## src/rtl/rca_seq_pkg.sv

```systemverilog
// Shared types and sizing helpers for the nibble-serial adder sequencer.
package rca_seq_pkg;

  localparam int unsigned SLICE_W = 4;

  typedef enum logic [1:0] {
    IDLE,
    RUN,
    DONE
  } state_e;

  // Width of the slice index counter; kept at least one bit wide.
  function automatic int unsigned idx_width(input int unsigned words);
    return (words > 1) ? $clog2(words) : 1;
  endfunction

endpackage

```

## src/rtl/rca4_slice.sv

```systemverilog
// Purely combinational 4-bit ripple-carry adder built from four chained full adders.
module rca4_slice (
  input  logic [3:0] a_i,
  input  logic [3:0] b_i,
  input  logic       cin_i,
  output logic [3:0] sum_o,
  output logic       cout_o
);

  logic [4:0] carry;

  assign carry[0] = cin_i;

  for (genvar i = 0; i < 4; i++) begin : g_fa
    assign sum_o[i]     = a_i[i] ^ b_i[i] ^ carry[i];
    assign carry[i + 1] = (a_i[i] & b_i[i]) | (carry[i] & (a_i[i] ^ b_i[i]));
  end

  assign cout_o = carry[4];

endmodule

```

## src/rtl/rca_seq_ctrl.sv

```systemverilog
// Multi-precision add/subtract sequencer sharing one 4-bit slice across WORDS nibbles.
// Optional subtract support is enabled by defining RCA_SEQ_SUB_EN.
module rca_seq_ctrl
  import rca_seq_pkg::*;
#(
  parameter int unsigned WORDS = 4
) (
  input  logic                     clk,
  input  logic                     rst_n,
  input  logic                     start_valid,
  output logic                     start_ready,
  input  logic [SLICE_W*WORDS-1:0] a,
  input  logic [SLICE_W*WORDS-1:0] b,
  input  logic                     op,
  output logic                     res_valid,
  input  logic                     res_ready,
  output logic [SLICE_W*WORDS-1:0] result,
  output logic                     cout,
  output logic                     busy
);

  localparam int unsigned W    = SLICE_W * WORDS;
  localparam int unsigned IdxW = idx_width(WORDS);
  localparam logic [IdxW-1:0] LastIdx = IdxW'(WORDS - 1);

  state_e            state_q;
  logic [IdxW-1:0]   idx_q;
  logic [W-1:0]      opa_q;
  logic [W-1:0]      opb_q;
  logic              carry_q;
  logic [W-1:0]      result_q;
  logic              cout_q;
  logic              res_valid_q;
  logic              busy_q;

  logic [SLICE_W-1:0] slice_a;
  logic [SLICE_W-1:0] slice_b;
  logic [SLICE_W-1:0] sum_d;
  logic               carry_d;
  logic               sub;

`ifdef RCA_SEQ_SUB_EN
  assign sub = op;
`else
  logic unused_op;
  assign unused_op = op;
  assign sub       = 1'b0;
`endif

  assign slice_a = opa_q[SLICE_W*idx_q +: SLICE_W];
  assign slice_b = opb_q[SLICE_W*idx_q +: SLICE_W];

  rca4_slice u_slice (
    .a_i    (slice_a),
    .b_i    (slice_b),
    .cin_i  (carry_q),
    .sum_o  (sum_d),
    .cout_o (carry_d)
  );

  always_ff @(posedge clk or negedge rst_n) begin
    if (!rst_n) begin
      state_q     <= IDLE;
      idx_q       <= '0;
      opa_q       <= '0;
      opb_q       <= '0;
      carry_q     <= 1'b0;
      result_q    <= '0;
      cout_q      <= 1'b0;
      res_valid_q <= 1'b0;
      busy_q      <= 1'b0;
    end else begin
      unique case (state_q)
        IDLE: begin
          if (start_valid) begin
            opa_q    <= a;
            // Subtract as a + ~b + 1: invert B and seed the carry.
            opb_q    <= sub ? ~b : b;
            carry_q  <= sub;
            result_q <= '0;
            idx_q    <= '0;
            busy_q   <= 1'b1;
            state_q  <= RUN;
          end
        end
        RUN: begin
          result_q[SLICE_W*idx_q +: SLICE_W] <= sum_d;
          carry_q <= carry_d;
          idx_q   <= idx_q + 1'b1;
          if (idx_q == LastIdx) begin
            cout_q      <= carry_d;
            res_valid_q <= 1'b1;
            state_q     <= DONE;
          end
        end
        DONE: begin
          if (res_ready) begin
            res_valid_q <= 1'b0;
            busy_q      <= 1'b0;
            state_q     <= IDLE;
          end
        end
        default: begin
          state_q     <= IDLE;
          res_valid_q <= 1'b0;
          busy_q      <= 1'b0;
        end
      endcase
    end
  end

  assign start_ready = (state_q == IDLE);
  assign res_valid   = res_valid_q;
  assign result      = result_q;
  assign cout        = cout_q;
  assign busy        = busy_q;

endmodule
```

## config.mk

```make
export PLATFORM = sky130hd
export DESIGN_NAME = rca_seq_ctrl
export DESIGN_NICKNAME = d
export VERILOG_FILES = /design/src/rtl/rca_seq_pkg.sv /design/src/rtl/rca4_slice.sv /design/src/rtl/rca_seq_ctrl.sv
export SDC_FILE = /design/constraint.sdc
export NUM_CORES = 1
export LEC_CHECK = 0
export CAP_MARGIN = 20
export CORE_MARGIN = 5
export CORE_UTILIZATION = 40
export CTS_CLUSTER_DIAMETER = 60
export DETAILED_ROUTE_END_ITERATION = 8
export GPL_ROUTABILITY_DRIVEN = 0
export PLACE_DENSITY = 0.64
export SYNTH_ARGS = -nofsm -noshare
export SYNTH_HDL_FRONTEND = slang
export SYNTH_SLANG_ARGS = --single-unit
```

## constraint.sdc

```tcl
create_clock -name clk -period 3.6 [get_ports clk]
set_input_delay 0.72 -clock clk [delete_from_list [all_inputs] [get_ports clk]]
set_output_delay 0.72 -clock clk [all_outputs]
set_load 0.02 [all_outputs]
```

==> flow_summary.yaml <==
floorplanning:
  core-area_sq_um: 6680
  rows: 30
  io_pins: 57
  start_util: 0.405
  die_area_sq_um: 8500
  fp.dieW_um: 92.2
  die_h_um: 92.2
cells_and_area:
  layout_common_cells: "dfrtp_1, clkdlybuf4s50_1, mux2_4"
  nets: 300
  final_common_cell: "dfrtp_1"
  fill_cells: 594
  antenna-diode-count: 0
  area_growth_pct: 26.4
  layout-drive-gt1-share: 0.199
critical_path:
  critPathTopFamily: "adder cells"
  reg2reg_from: "idx_q[0]"
  cp_cell_sequence: "mux4_1, inv_1, fa_1, inv_1, fa_1, inv_1, fa_1, fa_1, o22ai_1"
  cp.arrival_ns: 3.11
  cp_common_cell: "fa_1"
  cp_num_buf_inv: 3
  slowest_stage: "dfrtp_1"
  path_max_fanout: 9
  rrSetupSlack_ns: 0.72
  cp-end-kind: "register"
  reg2reg_to: "result[3]"
  r2r_cells: 9
  critPathKind: "register to register"
  startpoint_type: "register"
  path_depth: 9
  worst_ep_required_time_ns: 3.83
  max_stage_delay_ns: 0.60
timing:
  fin_crit_sh: 0.801
  finalSetupTns_ns: 0
  final_hold_viol_count: 0
  fin_ws_ns: 0.716
  fin_skew_ns: 0.00772
  relSlewSlack: 0.539
  rsz0062_at_grt: "false"
  drv_slew: 0
  period_minus_slack_ns: 2.88
  setup_viol: 0
  fmax_ghz: 0.347
  tightest_slew_ns: 0.691
grt:
  first_global_vias: 1712
  grt_pass1_wl_um: 8320
  antenna_found_initial: 0
  grt_use_total: 0.124
  overflow: 0
  grt_max_degree: 33
routing:
  wl_um: 5020
  ant_nets: 0
  drt_drc_violations_left: 0
  via_per_inst: 4.93
  wire_per_inst_um: 14.9
  drt_iter0_markers: 63
  first_pass_iters: 4
  via_count: 1655
logic_synthesis:
  synth.distinct_cells: 28
  synth_seq_cells: 56
  yosys.area.top_type: "dfrtp_1"
  ys_warn_count: 0
  ys_top_cells_by_area: "dfrtp_1, mux2_4, mux4_1"
  netlist_area_sq_um: 2700
  synth-seq-area-share: 0.518
  syn_inst: 197
  syn_area_per_cell_sq_um: 13.7
  synth_top_area_frac: 0.518
  synth_nets: 242
power:
  p_int_mw: 2.02
  combPwrFrac: 0.528
  leakagePower_nw: 1.51
  p_switching_mw: 1.19
  p_seq_frac: 0.344
  vdd_drop_max_uv: 437
  p_per_area_nw_per_um2: 941
  pwr-share-clk: 0.128
  swShare: 0.371
cts:
  root_buffer: "clkbuf_8"
  clk_latency_ns: 0.31
  clockBufferDepth: 2
  path_clk_slew_ns: 0.10
  postCtsResizedCells: 0
  cts_setup_buffers: 0
  clkSinkCount: 56
  numCtsBuffers: 5
  htree_levels: 2
  hold_buffers: 0
  cts_tree: "done"
run_status:
  outcome: "finished clean"
placed_design:
  port_buffers: 55
  pre_cts_slack_ns: 0.721
  dpl.hpwl_um: 3760
worst_hold_path:
  hp-class: "input port to async pin"
flow_run:
  drv_cap: 0
==> power groups by stage <==
stage | clock network [mW] | logic, mW | registers [mW]
after global routing | 0.446 | 1.86 | 1.15
after detailed placement | 0 | 1.73 | 1.12
after global placement | 0 | 1.71 | 1.11
after CTS | 0.423 | 1.74 | 1.11
final | 0.413 | 1.70 | 1.11
after floorplan | 0 | 1.22 | 1.12
==> final cells by class <==
type                            count  area (sq um)  area share
Tap cell                           80           100      0.0293
Inverter                           28           105      0.0308
Timing Repair Buffer               60           583       0.171
Multi-Input combinational cell    104          1120       0.327
Sequential cell                    56          1400       0.410
Clock inverter                      3          42.5      0.0124
Clock buffer                        5          68.8      0.0201
==> logic make-up after synthesis <==
group,after synthesis,synth area share
AO/OA/AOI/OAI,29,0.0634
buffers and inverters,37,0.0694
adder cells (fa/ha/maj),8,0.0481
flip-flops,56,0.518
multiplexers,40,0.250
AND/OR/NAND/NOR,27,0.0509
==> metrics by stage <==
| stage | instances | hold slack (ns) | utilization | cell area [sq um] | power (mW) |
|---|---|---|---|---|---|
| 2_1_floorplan | 197 | 0.424 | - | 2700 | 2.34 |
| 3_3_place_gp | 328 | 0.470 | 0.495 | 3310 | 2.82 |
| 3_5_place_dp | 328 | 0.476 | 0.495 | 3310 | 2.85 |
| 4_1_cts | 336 | 0.474 | 0.511 | 3420 | 3.27 |
| 5_1_grt | 336 | 0.512 | 0.511 | 3420 | 3.45 |
| 6_report | 336 | 0.446 | 0.511 | 3420 | 3.22 |
==> routing by layer <==
| layer | wire, um | global-route usage | vias to the layer above |
|---|---|---|---|
| met1 | 2410 | 0.171 | 808 |
| met5 | 0 | 0 | - |
| li1 | - | - | 795 |
| met4 | 51 | 0.0347 | 0 |
| met2 | 2270 | 0.192 | 47 |
| met3 | 298 | 0.0328 | 5 |
==> Yosys cell counts <==
| cell | number |
|---|---|
| mux4_2 | 2 |
| o21ai_0 | 5 |
| inv_2 | 1 |
| a22o_1 | 1 |
| mux4_1 | 6 |
| nor2_1 | 4 |
| buf_2 | 1 |
| clkbuf_1 | 2 |
| a21oi_1 | 6 |
| clkbuf_8 | 1 |
| o21bai_1 | 1 |
| mux2_2 | 2 |
| dfrtp_1 | 56 |
| inv_1 | 27 |
| buf_6 | 5 |
| and2_1 | 1 |
| nand2b_1 | 3 |
| fa_1 | 4 |
| nor2b_1 | 2 |
| nand2_1 | 11 |
| or4_4 | 1 |
| and2b_1 | 1 |
| nand4_1 | 2 |
| mux2_4 | 30 |
| nand3b_1 | 1 |
| nand3_1 | 1 |
| ha_1 | 4 |
| o22ai_1 | 16 |
==> how the worst max path moves through the flow <==
stage | start | endpoint | slack [ns]
floorplan | idx_q[0] | result[3] | 0.81
global placement | idx_q[0] | result[3] | 0.73
detailed placement | idx_q[0] | result[3] | 0.72
CTS | idx_q[0] | result[3] | 0.69
global route | idx_q[0] | result[3] | 0.57
finish | idx_q[0] | result[3] | 0.72
==> flip-flops by register name, summed over array words and instances, names as in the netlist <==
name,cells
opa_q,16
cout,1
opb_q,16
result,16
state_q,2
busy,1
carry_q,1
res_valid,1
idx_q,2
==> worst reg2reg max path, stage by stage, from the launching register on <==
cell,delay [ns]
dfrtp_1,0.60
mux4_1,0.60
inv_1,0.10
fa_1,0.17
inv_1,0.05
fa_1,0.35
inv_1,0.07
fa_1,0.18
fa_1,0.49
o22ai_1,0.20
(Power assumes the default switching activity.)
